`config.mk`:
```
export PLATFORM = sky130hd
export DESIGN_NAME = uart_rx_oversample
export DESIGN_NICKNAME = d
export VERILOG_FILES = /design/src/rtl/uart_rx_oversample.sv
export SDC_FILE = /design/constraint.sdc
export NUM_CORES = 1
export LEC_CHECK = 0
export CORE_ASPECT_RATIO = 1.1
export CORE_MARGIN = 2
export CORE_UTILIZATION = 49
export DETAILED_ROUTE_END_ITERATION = 7
export PLACE_DENSITY = 0.74
export SLEW_MARGIN = 10
export SYNTH_ARGS = -nofsm -noshare
export SYNTH_HDL_FRONTEND = slang
export SYNTH_SLANG_ARGS = --single-unit
```
`constraint.sdc`:
```
create_clock -name clk -period 1.65 [get_ports clk]
set_input_delay 0.33 -clock clk [delete_from_list [all_inputs] [get_ports clk]]
set_output_delay 0.33 -clock clk [all_outputs]
set_load 0.01 [all_outputs]
```
`src/rtl/uart_rx_oversample.sv`:
```
// rtl/uart_rx_oversample.sv - oversampling UART receiver, start/DATA_BITS LSB-first/stop, no parity
module uart_rx_oversample #(
  parameter int TICKS_PER_BIT = 16,
  parameter int DATA_BITS     = 8
) (
  input  logic                 clk,
  input  logic                 rst,
  input  logic                 i_tick,
  input  logic                 rx,
  output logic [DATA_BITS-1:0] o_data,
  output logic                 o_done,
  output logic                 o_frame_err,
  output logic                 o_busy
);

  localparam int TW = $clog2(TICKS_PER_BIT);
  localparam int BW = $clog2(DATA_BITS);
  localparam logic [TW-1:0] TICK_MID = TW'(TICKS_PER_BIT / 2 - 1);
  localparam logic [TW-1:0] TICK_END = TW'(TICKS_PER_BIT - 1);
  localparam logic [BW-1:0] BIT_END  = BW'(DATA_BITS - 1);

  typedef enum logic [1:0] {S_IDLE, S_START, S_DATA, S_STOP} state_t;

  state_t               r_state, w_state_nxt;
  logic                 r_rx_meta, r_rx_s;
  logic [TW-1:0]        r_tcnt, w_tcnt_nxt;
  logic [BW-1:0]        r_bcnt, w_bcnt_nxt;
  logic [DATA_BITS-1:0] r_shift, w_shift_nxt;
  logic                 r_fin, w_fin_nxt;
  logic                 r_stop_s, w_stop_s_nxt;

  always_ff @(posedge clk or posedge rst) begin
    if (rst) begin
      r_rx_meta <= 1'b1;
      r_rx_s    <= 1'b1;
    end else begin
      r_rx_meta <= rx;
      r_rx_s    <= r_rx_meta;
    end
  end

  always_ff @(posedge clk or posedge rst) begin
    if (rst) begin
      r_state  <= S_IDLE;
      r_tcnt   <= '0;
      r_bcnt   <= '0;
      r_shift  <= '0;
      r_fin    <= 1'b0;
      r_stop_s <= 1'b1;
    end else begin
      r_state  <= w_state_nxt;
      r_tcnt   <= w_tcnt_nxt;
      r_bcnt   <= w_bcnt_nxt;
      r_shift  <= w_shift_nxt;
      r_fin    <= w_fin_nxt;
      r_stop_s <= w_stop_s_nxt;
    end
  end

  always_comb begin
    w_state_nxt  = r_state;
    w_tcnt_nxt   = r_tcnt;
    w_bcnt_nxt   = r_bcnt;
    w_shift_nxt  = r_shift;
    w_fin_nxt    = 1'b0;
    w_stop_s_nxt = r_stop_s;
    case (r_state)
      S_IDLE: begin
        w_tcnt_nxt = '0;
        w_bcnt_nxt = '0;
        if (!r_rx_s) w_state_nxt = S_START;
      end
      S_START: begin
        if (i_tick) begin
          if (r_tcnt == TICK_MID) begin
            // A line that is high again at mid-start was only a glitch.
            w_tcnt_nxt  = '0;
            w_state_nxt = r_rx_s ? S_IDLE : S_DATA;
          end else begin
            w_tcnt_nxt = r_tcnt + 1'b1;
          end
        end
      end
      S_DATA: begin
        if (i_tick) begin
          if (r_tcnt == TICK_END) begin
            w_tcnt_nxt  = '0;
            w_shift_nxt = {r_rx_s, r_shift[DATA_BITS-1:1]};
            if (r_bcnt == BIT_END) begin
              w_bcnt_nxt  = '0;
              w_state_nxt = S_STOP;
            end else begin
              w_bcnt_nxt = r_bcnt + 1'b1;
            end
          end else begin
            w_tcnt_nxt = r_tcnt + 1'b1;
          end
        end
      end
      S_STOP: begin
        if (i_tick) begin
          if (r_tcnt == TICK_END) begin
            w_tcnt_nxt   = '0;
            w_stop_s_nxt = r_rx_s;
            w_fin_nxt    = 1'b1;
            w_state_nxt  = S_IDLE;
          end else begin
            w_tcnt_nxt = r_tcnt + 1'b1;
          end
        end
      end
      default: w_state_nxt = S_IDLE;
    endcase
  end

  // Result is published one clk after the stop sample and then held.
  always_ff @(posedge clk or posedge rst) begin
    if (rst) begin
      o_data      <= '0;
      o_done      <= 1'b0;
      o_frame_err <= 1'b0;
    end else begin
      o_done <= r_fin;
      if (r_fin) begin
        o_data      <= r_shift;
        o_frame_err <= ~r_stop_s;
      end
    end
  end

  assign o_busy = (r_state != S_IDLE);

endmodule

```
==> impl_metrics.toml <==
[grt]
grt_max_degree = 32
grt_util_met3_pct = 7.07
grt_pass1_wl_um = 4260
global_route.peak_usage_layer = "met2"
met2_usage_pct = 27.2
grt-ovfl-total = 0
grtUsageTotal_pct = 19.3
gr-usage-met1_pct = 25.0
first_global_vias = 934
antenna_found_initial = 0

[routing]
dr.pass1.iters = 4
ant_nets = 0
drt_iter0_drc = 26
viasPerCell = 5.47
drt_wl_total_um = 2330
dr_total_vias = 936
drc_errors = 0
wl_per_cell_um = 13.6

[critical_path]
path_cells = "clkdlybuf4s50_1"
crit_family = "buffers and inverters"
worst-setup-path-type = "reg -> out"
cp.arrival_ns = 1.22
crit_buf_inv = 1
end_kind = "output pin"
cpPeakStageDelay_ns = 0.53
slowest_stage = "clkdlybuf4s50_1"
cp_data_required_time_ns = 1.32
startpoint_type = "flip-flop"
worstPathMaxFanout = 2

[placed_design]
post_dp_cell_area_mm2 = 0.00162
hpwl_um = 1600
port_buffers = 14
place_congestion = 0.884

[clock_network]
tritoncts = "done"
htreeDepth = 2
cts_buffer_depth = 2
clock_latency_ns = 0.33
clock_sinks = 31
clk_pin_slew_ns = 0.10
cts_root_buf = "clkbuf_4"
cts_made_buffers = 5

[logic_synthesis]
post-synth-top-area-cell = "dfrtp_1"
syn_inst = 108
synth_area_mm2 = 0.00137
ys.flop_type = "dfrtp_1"
synth-seq-cells = 31
synth_edf_count = 0
async_reset_ff_share_pct = 100
synth_top_area_share_pct = 51.1
synth.distinct_cells = 34
ys_warn_count = 0
syn_area_per_cell_um2 = 12.7
synth.area.top_cells = "dfrtp_1 (51%), mux2_2 (14%), dfstp_2 (5.7%)"
yosysSeqAreaShare_pct = 56.8
syn_nets = 115

[layout]
fillers = 198
fin_area_mm2 = 0.00173
antenna_cells = 0
fin_nets = 144
layout-drive-gt1-share_pct = 37.0
syn2layout_area_growth_pct = 26.4

[timing]
setup_violations = 0
timing_max_transition_violations_final = 0
relSlewSlack_pct = 71.5
fin_worst_skew_ns = 0.00842
rsz0062_at_grt = "false"
hold_viol = 0
min_period_ns = 1.55
worst_hold_slack_ns = 0.358
worst_pin_slew_ns = 0.428
fin_crit_sh_pct = 93.8
max_freq_mhz = 646

[power]
peakVddDrop_mv = 1.30
p_leak_nw = 0.856
p_total_mw = 2.10
power.density_mw_per_mm2 = 1210

[floorplan]
start_util_pct = 50.3
die_h_um = 59.5
fp.dieArea_mm2 = 0.00324
die_x_um = 54.4
row_count = 20
coreArea_mm2 = 0.00273
io_pins = 15

[job]
max_cap_viol_count = 0

[run_status]
status = "complete, no violations"

[worst_hold_path]
worstHoldPathType = "in -> async"
## power breakdown
| group | switching [mW] | internal [mW] | leakage, nW |
|---|---|---|---|
| logic | 0.320 | 0.265 | 0.397 |
| clock network | 0.253 | 0.358 | 0.0482 |
| registers | 0.0643 | 0.841 | 0.411 |
## final cells by class
class                      count  area (um2)  area share [%]
clock buffer                   6        51.3            2.96
clock inverter                 2        35.0            2.02
tap                           33        41.3            2.38
inverter                       5        18.8            1.08
multi-input combinational     66         547            31.6
timing repair buffer          28         259            14.9
sequential                    31         781            45.1
## sequential cells by signal (all words and copies together), names as in the netlist, named ones only
register / flops
o_frame_err: 1
r_fin: 1
r_rx_s: 1
r_stop_s: 1
o_done: 1
r_bcnt: 3
r_rx_meta: 1
r_tcnt: 4
r_state: 1
r_shift: 8
o_data: 8
## cells in the final DEF (no fill, tap or decap), types with 2 or more instances in the layout
cell type / instances
buf_4: 13
clkbuf_4: 5
mux2_2: 17
dfstp_2: 3
dfrtp_1: 27
ha_1: 2
xor2_1: 2
o21ai_0: 2
nand2_1: 7
nand3_1: 4
nor2_1: 4
a21oi_1: 6
and3_2: 2
inv_1: 5
clkdlybuf4s50_1: 12
## routing by layer
| metal | part of all wire, % | wire (um) | vias up |
|---|---|---|---|
| met1 | 44 | 1030 | 460 |
| met3 | 4.0 | 94 | 7 |
| li1 | - | - | 449 |
| met5 | 0 | 0 | - |
| met2 | 49 | 1140 | 20 |
| met4 | 2.6 | 60 | 0 |
## metrics by stage
| step | instances | setup TNS (ns) | worst slack, ns | utilization, % |
|---|---|---|---|---|
| floorplan | 108 | 0 | 0.0560 | - |
| global placement | 162 | -1.17 | -0.114 | 59.5 |
| detailed placement | 162 | -1.38 | -0.175 | 59.5 |
| CTS | 171 | 0 | 0.0578 | 63.1 |
| global route | 171 | 0 | 0.00692 | 63.5 |
| finish | 171 | 0 | 0.102 | 63.5 |
## path summary, 6_finish.rpt
kind                       cells after the start         end  slack, ns      start
max reg2reg                                    4   r_bcnt[0]       0.11  r_bcnt[0]
max                                            1   o_data[4]       0.10  o_data[4]
min reg2reg                                    0      r_rx_s       0.36  r_rx_meta
min                                            3  r_shift[7]       0.36        rst
max in group asynchronous                      3      r_rx_s       0.97        rst
min in group clk                               0      r_rx_s       0.36  r_rx_meta
## tightest hold or removal path, delay by kind of cell
family | cells | cell delay, ns
buffers and inverters | 3 | 0.78
## Yosys cell counts (all sizes together), types with 2 or more instances
| master | count |
|---|---|
| nor2 | 5 |
| buf | 4 |
| inv | 5 |
| ha | 3 |
| nand2 | 7 |
| clkbuf | 2 |
| xor2 | 2 |
| nand3 | 4 |
| dfrtp | 28 |
| and3 | 2 |
| o21ai | 2 |
| dfstp | 3 |
| mux2 | 17 |
| a21oi | 6 |
## timing repair
action                                  4_1_cts  5_1_grt
hold buffers                                  0        0
endpoints found under the hold margin         0        0
pin swaps                                     0        0
resized for setup                             3        3
endpoints found under the setup margin        1        2
setup buffers                                 1        0
## logic make-up (layout without fill, tap and decap cells)
kind of cell | count (synthesis) | count (layout) | share of synthesized area, %
buf+inv | 11 | 41 | 4.20
fa+ha+maj | 3 | 3 | 2.74
mux | 18 | 18 | 14.7
flops | 31 | 31 | 56.8
compound gates | 18 | 18 | 9.03
xor+xnor | 2 | 2 | 1.28
simple gates | 25 | 25 | 11.2
No activity file was read; power rests on OpenSTA's default activity.
